<file path="config.mk">
export PLATFORM = sky130hd
export DESIGN_NAME = vga_scan_ctrl
export DESIGN_NICKNAME = d
export VERILOG_FILES = /design/src/rtl/vga_scan_ctrl.sv
export SDC_FILE = /design/constraint.sdc
export NUM_CORES = 1
export LEC_CHECK = 0
export ABC_AREA = 0
export CAP_MARGIN = 10
export CORE_ASPECT_RATIO = 0.6
export CORE_MARGIN = 1
export CORE_UTILIZATION = 47
export DETAILED_ROUTE_END_ITERATION = 16
export PLACE_DENSITY_LB_ADDON = 0.15
export SETUP_SLACK_MARGIN = 0.1
export SLEW_MARGIN = 10
export SYNTH_ARGS = -nofsm -noshare
export SYNTH_HDL_FRONTEND = slang
export SYNTH_SLANG_ARGS = --single-unit
</file>
<file path="constraint.sdc">
create_clock -name clk_25m -period 2.5 [get_ports clk_25m]
set_input_delay 0.25 -clock clk_25m [delete_from_list [all_inputs] [get_ports clk_25m]]
set_output_delay 0.25 -clock clk_25m [all_outputs]
set_load 0.005 [all_outputs]
</file>
<file path="src/rtl/vga_scan_ctrl.sv">
`timescale 1ns/1ps
// Raster timing and screen-buffer read-address generator (640x480@60 Hz, 25 MHz pixel clock).
// valid and the syncs are delayed so they line up with the screen RAM output and colorizer register.
module vga_scan_ctrl #(
    parameter int unsigned H_ACTIVE    = 640,
    parameter int unsigned H_FP        = 16,
    parameter int unsigned H_SYNC      = 96,
    parameter int unsigned H_BP        = 48,
    parameter int unsigned V_ACTIVE    = 480,
    parameter int unsigned V_FP        = 10,
    parameter int unsigned V_SYNC      = 2,
    parameter int unsigned V_BP        = 33,
    parameter int unsigned SCALE_SHIFT = 2,
    parameter int unsigned RAM_LATENCY = 1,
    parameter int unsigned ADDR_W      = 15
) (
    input  logic              clk_25m,
    input  logic              rst_n,
    output logic [ADDR_W-1:0] rd_addr,
    output logic              valid,
    output logic              hsync,
    output logic              vsync,
    output logic              frame_tick,
    output logic [9:0]        pix_x,
    output logic [9:0]        pix_y
);

    localparam int unsigned CNT_W   = 10;
    localparam int unsigned H_TOTAL = H_ACTIVE + H_FP + H_SYNC + H_BP;
    localparam int unsigned V_TOTAL = V_ACTIVE + V_FP + V_SYNC + V_BP;
    localparam int unsigned BUF_W   = H_ACTIVE >> SCALE_SHIFT;
    localparam int unsigned VLD_D   = 1 + RAM_LATENCY;
    localparam int unsigned SYN_D   = 2 + RAM_LATENCY;

    localparam logic [CNT_W-1:0] H_LAST  = CNT_W'(H_TOTAL - 1);
    localparam logic [CNT_W-1:0] V_LAST  = CNT_W'(V_TOTAL - 1);
    localparam logic [CNT_W-1:0] H_ACT_C = CNT_W'(H_ACTIVE);
    localparam logic [CNT_W-1:0] V_ACT_C = CNT_W'(V_ACTIVE);
    localparam logic [CNT_W-1:0] HS_BEG  = CNT_W'(H_ACTIVE + H_FP);
    localparam logic [CNT_W-1:0] HS_END  = CNT_W'(H_ACTIVE + H_FP + H_SYNC);
    localparam logic [CNT_W-1:0] VS_BEG  = CNT_W'(V_ACTIVE + V_FP);
    localparam logic [CNT_W-1:0] VS_END  = CNT_W'(V_ACTIVE + V_FP + V_SYNC);

    logic [CNT_W-1:0]  h_cnt;
    logic [CNT_W-1:0]  v_cnt;
    logic [CNT_W-1:0]  h_nxt;
    logic [CNT_W-1:0]  v_nxt;
    logic [ADDR_W-1:0] addr_nxt;
    logic              act_c;
    logic              hs_raw_c;
    logic              vs_raw_c;
    logic              tick_c;
    logic [VLD_D-1:0]  vld_pipe;
    logic [SYN_D-1:0]  hs_pipe;
    logic [SYN_D-1:0]  vs_pipe;

    // Next raster position, stage-0 timing flags and next read address.
    always_comb begin
        h_nxt    = h_cnt + CNT_W'(1);
        v_nxt    = v_cnt;
        act_c    = (h_cnt < H_ACT_C) && (v_cnt < V_ACT_C);
        hs_raw_c = !((h_cnt >= HS_BEG) && (h_cnt < HS_END));
        vs_raw_c = !((v_cnt >= VS_BEG) && (v_cnt < VS_END));
        tick_c   = (h_cnt == '0) && (v_cnt == V_ACT_C);
        addr_nxt = rd_addr;
        if (h_cnt == H_LAST) begin
            h_nxt = '0;
            v_nxt = (v_cnt == V_LAST) ? '0 : v_cnt + CNT_W'(1);
        end
        // Address holds through blanking; the RAM output is ignored there anyway.
        if (act_c) begin
            addr_nxt = ADDR_W'(v_cnt >> SCALE_SHIFT) * ADDR_W'(BUF_W)
                     + ADDR_W'(h_cnt >> SCALE_SHIFT);
        end
    end

    always_ff @(posedge clk_25m) begin
        if (!rst_n) begin
            h_cnt      <= '0;
            v_cnt      <= '0;
            rd_addr    <= '0;
            frame_tick <= 1'b0;
            vld_pipe   <= '0;
            hs_pipe    <= '1;
            vs_pipe    <= '1;
        end else begin
            h_cnt      <= h_nxt;
            v_cnt      <= v_nxt;
            rd_addr    <= addr_nxt;
            frame_tick <= tick_c;
            vld_pipe   <= {vld_pipe[VLD_D-2:0], act_c};
            hs_pipe    <= {hs_pipe[SYN_D-2:0], hs_raw_c};
            vs_pipe    <= {vs_pipe[SYN_D-2:0], vs_raw_c};
        end
    end

    assign valid = vld_pipe[VLD_D-1];
    assign hsync = hs_pipe[SYN_D-1];
    assign vsync = vs_pipe[SYN_D-1];
    assign pix_x = h_cnt;
    assign pix_y = v_cnt;

endmodule

</file>
==> results of run 1 <==
sequential cells by signal, indices dropped and copies added, names as in the netlist:
name	count
rd_addr	15
pix_x	10
pix_y	10
hs_pipe	3
vs_pipe	3
vld_pipe	2
frame_tick	1
cells in the mapped netlist, drive strengths merged, types with 2 or more instances:
cell type and count:
a311oi 2, xor2 9, nor2b 3, fa 2
buf 4, nor3 7, inv 11, nand4 7
nor3b 3, o211a 2, xnor2 14, o21ai 9
nor2 31, or4 3, o21ba 3, nand2 27
nand2b 5, dfxtp 44, nand3b 2, a211oi 5
ha 19, clkbuf 6, nand3 10, and3 6
a21oi 14, nor4 5
routing by layer:
| layer | GRT usage [%] | vias up | wire [um] |
|---|---|---|---|
| li1 | - | 1057 | - |
| met1 | 32.5 | 977 | 2860 |
| met2 | 32.0 | 64 | 2260 |
| met3 | 5.42 | 12 | 397 |
| met4 | 8.35 | 0 | 93 |
| met5 | 0 | - | 0 |
critical path, stage by stage (launching register included):
cell	delay (ns)
dfxtp_4	0.36
buf_4	0.14
ha_4	0.24
ha_4	0.26
o21ai_0	0.37
o22ai_2	0.14
or4_1	0.49
or3_1	0.31
a31oi_1	0.17
final cells by class:
class	instances	area share [%]
Clock inverter	3	1.29
Multi-Input combinational cell	199	45.5
Timing Repair Buffer	70	19.5
Clock buffer	5	2.15
Sequential cell	44	27.8
Tap cell	63	2.46
Inverter	11	1.29
power breakdown:
group	total, mW	internal (mW)	leakage, nW	switching, mW
clock network	0.544	0.296	0.0585	0.247
registers	0.710	0.704	0.359	0.00529
logic	0.0468	0.0221	0.870	0.0247
total	1.30	1.02	1.29	0.277
cells by family (layout without fill, tap and decap cells):
family,Yosys count,count (layout)
adder cells (fa/ha/maj),21,21
AND/OR/NAND/NOR,113,113
flip-flops,44,44
buffers and inverters,21,89
AO/OA/AOI/OAI,42,42
XOR/XNOR,23,23
what timing repair did:
action                                  CTS  global route
gates resized for setup                   4             6
pin swaps                                 3             3
endpoints found under the setup margin    2             3
setup buffers                             1             1
cloned                                    0             0
cell usage in the layout, fill, tap and decap left out, drive strengths merged, types with 2 or more instances in the layout:
master         netlist  layout
clkbuf               6       5
nor3                 7       7
fa                   2       2
o21ba                3       3
xnor2               14      14
nand4                7       7
dfxtp               44      44
ha                  19      19
nand2b               5       5
nand2               27      27
a311oi               2       2
a21oi               14      14
xor2                 9       9
o211a                2       2
nor2                31      31
a211oi               5       5
nor2b                3       3
nor4                 5       5
buf                  4      30
or4                  3       3
nand3               10      10
inv                 11      12
o21ai                9       9
nor3b                3       3
and3                 6       6
nand3b               2       2
clkdlybuf4s50        0      40
stage by stage:
step	instance area [sq um]	hold WS, ns	utilization (%)	setup TNS (ns)
5_1_grt	3210	0.443	68.8	-0.156
4_1_cts	3170	0.413	68.0	-0.0241
6_report	3210	0.411	68.8	-0.0524
3_5_place_dp	3020	0.393	64.8	-0.214
2_1_floorplan	2370	0.323	-	-0.0907
3_3_place_gp	3020	0.389	64.8	-0.0754
how the worst max path moves through the flow:
stage / from / endpoint / slack [ns] / cells after the start
2_1_floorplan: pix_y[3] / rd_addr[14] / -0.09 / 8
3_3_place_gp: pix_y[3] / rd_addr[14] / -0.06 / 8
3_5_place_dp: pix_y[3] / rd_addr[14] / -0.12 / 8
4_1_cts: pix_y[3] / rd_addr[14] / -0.02 / 8
5_1_grt: pix_y[3] / rd_addr[14] / -0.12 / 8
6_report: pix_y[5] / rd_addr[14] / -0.05 / 8
==> metrics.md, run 1 <==
| Metric | Value |
|---|---|
| Via density per instance | between 5 and 6 |
| Main combinational cell family by area after synthesis | simple AND/OR/NAND/NOR gates |
| Worst Hold Depth | 1 |
| Storage cell area | 892 sq um |
| Synth Area in XOR/XNOR | under 10% |
| Pin count of the biggest net entering global routing | 21 |
| H-tree depth | 2 |
| Initial antenna violation count | 0 |
| Final period utilization | 102% |
| RSZ-0062 raised after global routing | yes |
| Critical Path End Type | flop |
| Synth Area in Compound Gates | between 10 and 15% |
| Layout fillers | approximately 380 |
| Routed Antenna Nets | 0 |
| Row count | 19 |
| Drt pass-1 iters | 4 |
| Synth warn | 0 |
| DRC | 0 |
| Syn Area/Cell | 8.82 sq um |
| Outcome | finished, violations left |
| Clk sinks | between 40 and 50 |
| Leakage | between 1 and 1.5 nW |
| Synth top area share | roughly 38% |
| Vias post-DR | 2110 |
| Total power | 1.30 mW |
| Diodes inserted | 0 |
| Hold Violations, Final | 0 |
| Worst EP required | about 2.7 ns |
| Min-Delay Path Class | reg -> reg |
| Post-Synth Simple-Gate Area | 25.6% |
| Fmax | around 0.39 GHz |
| Post-Syn Area | approximately 2300 sq um |
| FF-to-FF path depth | 8 |
| Die Wd | between 90 and 100 um |
| Setup violations, final | 1 |
| Failing checks | negative setup slack |
| Synthesized instance count | 264 |
| Ratio of cells with drive above 1 in the final layout | 18.7% |
| Die Y | approximately 57 um |
| Max Slew Vio Count | 0 |
| Starting Density | between 40% and 50% |
| Final setup margin | -0.0524 ns |
| Post-route insts no fill | 395 |
| IO Port Bufs | 40 |
| CP Max Fanout | 4 |
| Minimum clock period | about 2.6 ns |
| Slew HR | around 60% |
| Register area share after synthesis | ~38% |
| Worst EP arrival | between 2 and 3 ns |
| Hold Startpoint | vs_pipe[1] |
| Synth Area in Adders | a little under an eighth |
| Synth Flop Type | dfxtp_1 |
| Number of synthesized flops with an enable pin | 0 |
| Top cells by area, synth | dfxtp_1 (38%), ha_1 (10%), xnor2_1 (5.3%) |
| Initial drt markers | 120 |
| PD cells | approximately 400 nW/um^2 |
| Mapped Nets | between 200 and 300 |
| TritonCTS clock tree | yes |
| Dpl ws | -0.125 ns |
| Hold worst-path end | vs_pipe[2] |
| Worst Tran Pin Value | around 0.6 ns |
| Final nets | ~350 |
| Reg-to-reg endpoint | rd_addr[14] |
| Seq cells post-synth | 44 |
| Clock latency on the worst-skew pair | 0.30 ns |
| Reg-to-Reg Start | pix_y[5] |
| CP Launch Type | flop |
| CTS clk-pin slew, worst paths | 0.08 ns |
| RD Place Congestion | about 0.81 |
| Die Outline Area | around 5300 sq um |
| Tot GR Track Use | between 20 and 25% |
| Multi-input combinational cell area | 1460 sq um |
| Post-synthesis mux area share | 0% |
| Vias in the first global route | a little under 2000 |
| Final WL | ~5.6 mm |
| WL/cell | approximately 14 um |
| Core ar. | 4660 sq um |
| CTS Buf Count | 5 |
| Yosys cell types | 44 |
| Area growth from synthesis to layout | 37.6% |
| Ys async rst share | 0% |
| Io pins | 41 |
| GR Overflow Total | 0 |
| Post-DP HPWL | about 4.2 mm |
| Hold buffer count at cts | 0 |
| Root Driver | clkbuf_8 |
| CTS Buffer Depth | 2 |
| Clock skew | ~0.0071 ns |
| FF-to-FF setup slack | -0.05 ns |
| Post-synth top area cell | dfxtp_1 |
| Placed Cells | 385 |
| Global-route wire length before repair | between 9 and 10 mm |
| Max-cap violations | 0 |
| Max VDD drop | between 200 and 300 uV |
| Worst Setup Path Type | reg -> reg |
(Power assumes the default switching activity.)
==> inputs of run 2 (changes only) <==
==> constraint.sdc (replaced) <==
create_clock -name clk_25m -period 2.5 [get_ports clk_25m]
set_input_delay 0.75 -clock clk_25m [delete_from_list [all_inputs] [get_ports clk_25m]]
set_output_delay 0.75 -clock clk_25m [all_outputs]
set_load 0.005 [all_outputs]
==> run 2 against run 1 <==
Effect of this change:
- largest power group unchanged
- sequential share of layout area increased by 0.11 points
- clock skew fell by 0.0021 ns
- critical path depth unchanged
- combinational power up 4%
- sequential power about the same
- critical endpoint unchanged
- wire length shrank 3.0%
- die area unchanged
- setup slack improved by 0.042 ns
- global-route usage rose by 0.32 points
- the run still ends with negative setup slack left
- highest routed layer unchanged
- register-to-register slack gained 0.04 ns
- count of clock-buffer cells in the layout is 2 higher
- power is 4.0% lower
- largest cell class unchanged
==> metrics.md, run 2 (synthesis results as in run 1) <==
| Metric | Value |
|---|---|
| CP max-delay cell | or4_1 (unchanged) |
| Max reg flops | 15 (unchanged) |
| Worst EP required | 2.72 ns (was 2.73 ns) |
| CP cell instances | ha_4 > ha_4 > fa_2 > a211oi_4 > o22ai_2 > or4_1 > or3_1 > a31oi_1 (was buf_4 > ha_4 > ha_4 > o21ai_0 > o22ai_2 > or4_1 > or3_1 > a31oi_1) |
| Final nets | 352 (was 354) |
| WL/cell | 13.8 um (was 14.2 um) |
| Total power | 1.25 mW (was 1.30 mW) |
| Setup violations, final | 1 (unchanged) |
| DRC | 0 (unchanged) |
| Min-Delay Path Class | reg -> reg (unchanged) |
| Dpl ws | -0.0896 ns (was -0.125 ns) |
| Max Slew Vio Count | 0 (unchanged) |
| CP bufs+invs | 0 (was 1) |
| Storage cell area | 892 sq um (unchanged) |
| Commonest non-fill, non-tap cell in the layout | clkdlybuf4s50_1 (unchanged) |
| CP Max Fanout | 2 (was 4) |
| Initial antenna violation count | 0 (unchanged) |
| Reg with most FFs | rd_addr (unchanged) |
| Placed Cells | 384 (was 385) |
| Pin count of the biggest net entering global routing | 17 (was 21) |
| Clock latency on the worst-skew pair | 0.29 ns (was 0.30 ns) |
| Clk sinks | 44 (unchanged) |
| Vias in the first global route | 1947 (was 1929) |
| Initial drt markers | 141 (was 120) |
| Slowest stage delay, CP | 0.48 ns (was 0.49 ns) |
| Fmax | 0.398 GHz (was 0.392 GHz) |
| Post-route insts no fill | 393 (was 395) |
| Die Outline Area | 5250 sq um (unchanged) |
| Via density per instance | 5.31 (was 5.34) |
| H-tree depth | 2 (unchanged) |
| Slew HR | 52.1% (was 58.8%) |
| IO Port Bufs | 40 (unchanged) |
| TritonCTS clock tree | yes (unchanged) |
| Die Wd | 92.9 um (unchanged) |
| Root Driver | clkbuf_8 (unchanged) |
| Worst Setup Path Type | reg -> reg (unchanged) |
| Routed Antenna Nets | 0 (unchanged) |
| Post-DP HPWL | 4.15 mm (was 4.20 mm) |
| Minimum clock period | 2.51 ns (was 2.55 ns) |
| CTS Buf Count | 5 (unchanged) |
| Layout fillers | 388 (was 375) |
| RD Place Congestion | 0.816 (was 0.806) |
| Global-route wire length before repair | 9.44 mm (was 9.14 mm) |
| Outcome | finished, violations left (unchanged) |
| CP Launch Type | flop (unchanged) |
| Area growth from synthesis to layout | 37.1% (was 37.6%) |
| Hold buffer count at cts | 0 (unchanged) |
| RSZ-0062 raised after global routing | yes (unchanged) |
| Tot GR Track Use | 22.8% (was 22.4%) |
| CTS clk-pin slew, worst paths | 0.08 ns (about the same) |
| Most frequent cells in the layout | clkdlybuf4s50_1 (40), dfxtp_1 (39), nor2_1 (30), buf_4 (28), nand2_1 (27) (was clkdlybuf4s50_1 (40), dfxtp_1 (39), nor2_1 (30), buf_4 (30), nand2_1 (27)) |
| Row count | 19 (unchanged) |
| Critical Path End Type | flop (unchanged) |
| Diodes inserted | 0 (unchanged) |
| Io pins | 41 (unchanged) |
| CTS Buffer Depth | 2 (unchanged) |
| Die Y | 56.5 um (unchanged) |
| Hold Violations, Final | 0 (unchanged) |
| Drt pass-1 iters | 4 (unchanged) |
| Core ar. | 4660 sq um (unchanged) |
| Multi-input combinational cell area | 1470 sq um (was 1460 sq um) |
| Leakage | 1.27 nW (was 1.29 nW) |
| Clock skew | 0.00504 ns (was 0.00709 ns) |
| Final WL | 5.44 mm (was 5.61 mm) |
| Worst Tran Pin Value | 0.713 ns (was 0.612 ns) |
| Vias post-DR | 2086 (was 2110) |
| Starting Density | 50.0% (unchanged) |
| Most common cell type on the critical path | ha_4 (unchanged) |
| Max-cap violations | 0 (unchanged) |
| Setup TNS | -0.0105 ns (was -0.0524 ns) |
| Fin util | 68.6% (was 68.8%) |
| Ratio of cells with drive above 1 in the final layout | 17.6% (was 18.7%) |
| Worst EP arrival | 2.73 ns (was 2.78 ns) |
| Failing checks | negative setup slack (unchanged) |
| Max VDD drop | 329 uV (was 287 uV) |
| Final setup margin | -0.0105 ns (was -0.0524 ns) |
| GR Overflow Total | 0 (unchanged) |
| PD cells | 391 nW/um^2 (was 405 nW/um^2) |
| Final period utilization | 100% (was 102%) |
| Largest delay contributor family on the critical path | simple AND/OR/NAND/NOR gates (unchanged) |
[run 2: worst register-to-register path: cells and delay by family (launching register included)]
kind,cells,cell delay (ns)
fa+ha+maj,3,0.78
flops,1,0.36
compound gates,3,0.52
simple gates,2,0.80
[run 2: routing by layer]
layer	GRT usage (%)	wire, um	share of wire [%]
met1	35.3	2900	53
met2	32.5	2200	40
met3	5.28	325	6.0
met4	2.86	14	0.26
met5	0	0	0
[run 2: path summary, 6_finish.rpt]
check / slack, ns / start / depth (start not counted) / end
hold reg to reg: 0.41 / hs_pipe[0] / 1 / hs_pipe[1]
setup reg to reg: -0.01 / pix_y[3] / 8 / rd_addr[14]
setup / recovery: -0.01 / pix_y[3] / 8 / rd_addr[14]
hold / removal: 0.41 / hs_pipe[0] / 1 / hs_pipe[1]
[run 2: layout make-up]
cell class | instances | area share (%)
clock buffers | 7 | 3.06
clock inverters | 1 | 0.157
inverters | 11 | 1.29
multi-input cells | 199 | 46.0
flip-flops and latches | 44 | 27.9
well taps | 63 | 2.47
repair buffers | 68 | 19.1
[run 2: power by group]
part	total, mW	internal, mW	leakage (nW)	switching [mW]
Clock	0.491	0.256	0.0534	0.235
Sequential	0.708	0.704	0.359	0.00419
Combinational	0.0487	0.0233	0.859	0.0254
[run 2: repair_timing]
item,4_1_cts,5_1_grt
setup buffers,1,0
resized for setup,2,9
endpoints found under the hold margin,0,0
endpoints found under the setup margin,2,3
pin swaps,2,2
[run 2: through the flow]
step	hold slack (ns)	area [sq um]
2_1_floorplan	0.386	2370
3_3_place_gp	0.390	3010
3_5_place_dp	0.392	3010
4_1_cts	0.408	3150
5_1_grt	0.431	3190
6_report	0.412	3190
==> inputs of run 3 (changes only) <==
--- a/config.mk
+++ b/config.mk
@@ -8,7 +8,7 @@
 export ABC_AREA = 0
 export CAP_MARGIN = 10
 export CORE_ASPECT_RATIO = 0.6
-export CORE_MARGIN = 1
+export CORE_MARGIN = 2
 export CORE_UTILIZATION = 47
 export DETAILED_ROUTE_END_ITERATION = 16
 export PLACE_DENSITY_LB_ADDON = 0.15
==> constraint.sdc (replaced) <==
create_clock -name clk_25m -period 2.5 [get_ports clk_25m]
set_input_delay 0.5 -clock clk_25m [delete_from_list [all_inputs] [get_ports clk_25m]]
set_output_delay 0.5 -clock clk_25m [all_outputs]
set_load 0.005 [all_outputs]
==> run 3 against run 2 <==
Effect of this change:
- the flow still finishes with violations (negative setup slack)
- combinational power barely moved
- register-to-register slack got worse by 0.08 ns
- via count rose by 1.9%
- non-clock buffer count rose by 3
- hold slack got worse by 0.012 ns
- critical endpoint unchanged
==> metrics.md, run 3 (synthesis results as in run 1) <==
| Metric | Value |
|---|---|
| Tot GR Track Use | 22.0% (was 22.8%) |
| Post-DP HPWL | 4.29 mm (was 4.15 mm) |
| Total power | 1.33 mW (was 1.25 mW) |
| Diodes inserted | 0 (unchanged) |
| Drt pass-1 iters | 4 (unchanged) |
| Slew HR | 61.5% (was 52.1%) |
| Die Wd | 94.9 um (was 92.9 um) |
| Io pins | 41 (unchanged) |
| Die Outline Area | 5550 sq um (was 5250 sq um) |
| Via density per instance | 5.37 (was 5.31) |
| TritonCTS clock tree | yes (unchanged) |
| Reg with most FFs | rd_addr (unchanged) |
| IO Port Bufs | 40 (unchanged) |
| Row count | 19 (unchanged) |
| CP max-delay cell | or4_4 (was or4_1) |
| Worst EP arrival | 2.81 ns (was 2.73 ns) |
| DRC | 0 (unchanged) |
| Setup TNS | -0.0857 ns (was -0.0105 ns) |
| Max-cap violations | 0 (unchanged) |
| Clock latency on the worst-skew pair | 0.30 ns (was 0.29 ns) |
| Ratio of cells with drive above 1 in the final layout | 19.2% (was 17.6%) |
| Max Slew Vio Count | 0 (unchanged) |
| Final WL | 5.73 mm (was 5.44 mm) |
| Worst Setup Path Type | reg -> reg (unchanged) |
| Leakage | 1.30 nW (was 1.27 nW) |
| Outcome | finished, violations left (unchanged) |
| RSZ-0062 raised after global routing | yes (unchanged) |
| H-tree depth | 2 (unchanged) |
| CP Max Fanout | 2 (unchanged) |
| Critical Path End Type | flop (unchanged) |
| Clock skew | 0.0115 ns (was 0.00504 ns) |
| Worst Tran Pin Value | 0.573 ns (was 0.713 ns) |
| Vias post-DR | 2126 (was 2086) |
| Final nets | 355 (was 352) |
| Max VDD drop | 324 uV (was 329 uV) |
| PD cells | 409 nW/um^2 (was 391 nW/um^2) |
| RD Place Congestion | 0.840 (was 0.816) |
| Die Y | 58.5 um (was 56.5 um) |
| Vias in the first global route | 1937 (was 1947) |
| WL/cell | 14.5 um (was 13.8 um) |
| Minimum clock period | 2.59 ns (was 2.51 ns) |
| Initial antenna violation count | 0 (unchanged) |
| GR Overflow Total | 0 (unchanged) |
| Pin count of the biggest net entering global routing | 16 (was 17) |
| Commonest non-fill, non-tap cell in the layout | clkdlybuf4s50_1 (unchanged) |
| Failing checks | negative setup slack (unchanged) |
| Layout fillers | 392 (was 388) |
| Routed Antenna Nets | 0 (unchanged) |
| Most frequent cells in the layout | clkdlybuf4s50_1 (40), dfxtp_1 (39), buf_4 (31), nor2_1 (30), nand2_1 (27) (was clkdlybuf4s50_1 (40), dfxtp_1 (39), nor2_1 (30), buf_4 (28), nand2_1 (27)) |
| Final setup margin | -0.0857 ns (was -0.0105 ns) |
| CTS Buffer Depth | 2 (unchanged) |
| CP Launch Type | flop (unchanged) |
| Max reg flops | 15 (unchanged) |
| Global-route wire length before repair | 9.43 mm (was 9.44 mm) |
| Core ar. | 4660 sq um (unchanged) |
| CP cell instances | ha_4 > ha_4 > fa_2 > a211oi_4 > o22ai_2 > or4_4 > or3_1 > a31oi_1 (was ha_4 > ha_4 > fa_2 > a211oi_4 > o22ai_2 > or4_1 > or3_1 > a31oi_1) |
| Initial drt markers | 145 (was 141) |
| Most common cell type on the critical path | ha_4 (unchanged) |
| Clk sinks | 44 (unchanged) |
| CTS Buf Count | 5 (unchanged) |
| CTS clk-pin slew, worst paths | 0.09 ns (was 0.08 ns) |
| Fmax | 0.387 GHz (was 0.398 GHz) |
| CP bufs+invs | 0 (unchanged) |
| Slowest stage delay, CP | 0.49 ns (was 0.48 ns) |
| Starting Density | 50.0% (unchanged) |
| Min-Delay Path Class | reg -> reg (unchanged) |
| Setup violations, final | 1 (unchanged) |
| Worst EP required | 2.72 ns (about the same) |
| Largest delay contributor family on the critical path | simple AND/OR/NAND/NOR gates (unchanged) |
| Final period utilization | 103% (was 100%) |
| Area growth from synthesis to layout | 39.6% (was 37.1%) |
| Root Driver | clkbuf_8 (unchanged) |
| Hold Violations, Final | 0 (unchanged) |
[run 3: changes by cell type in the layout (fill, tap and decap cells not counted), sizes merged]
| cell | delta |
|---|---|
| bufinv | +1 |
| clkbuf | -1 |
| buf | +3 |
[run 3: path summary, 6_finish.rpt]
path,from,end,slack (ns),depth (start not counted)
setup reg to reg,pix_y[3],rd_addr[14],-0.09,8
setup / recovery,pix_y[3],rd_addr[14],-0.09,8
hold reg to reg,hs_pipe[0],hs_pipe[1],0.40,1
hold / removal,hs_pipe[0],hs_pipe[1],0.40,1
[run 3: stage by stage]
step	setup slack, ns	util [%]	area [sq um]	hold WS, ns	instances
4_1_cts	-0.0185	68.4	3190	0.404	395
6_report	-0.0857	69.8	3250	0.401	396
5_1_grt	-0.211	69.8	3250	0.425	396
2_1_floorplan	-0.0907	-	2370	0.386	264
3_5_place_dp	-0.0878	65.0	3030	0.395	386
3_3_place_gp	-0.0687	65.0	3030	0.391	386
[run 3: layout make-up]
type	instances	area [sq um]	area share, %
Clock buffer	6	82.6	2.54
Clock inverter	2	38.8	1.19
Inverter	11	41.3	1.27
Multi-Input combinational cell	199	1490	45.7
Sequential cell	44	892	27.4
Tap cell	63	78.8	2.42
Timing Repair Buffer	71	633	19.5
[run 3: repair_timing]
item                       4_1_cts  5_1_grt
hold endpoints to repair         0        0
resized for setup                3       11
buffers inserted                 1        1
hold buffers                     0        0
pin swaps                        3        3
setup endpoints to repair        2        2
[run 3: per-layer routing]
metal	share of wire [%]	wire [um]	global-route usage, %
met2	42	2410	33.0
met5	0	0	0
met4	0.65	37	4.97
met3	8.2	470	3.84
met1	49	2810	33.1
[run 3: report_power, final]
| group | total [mW] | switching, mW | internal [mW] | leakage, nW |
|---|---|---|---|---|
| logic | 0.0488 | 0.0254 | 0.0234 | 0.876 |
| clock network | 0.572 | 0.245 | 0.327 | 0.0614 |
| registers | 0.709 | 0.00431 | 0.704 | 0.359 |
| total | 1.33 | 0.274 | 1.05 | 1.30 |
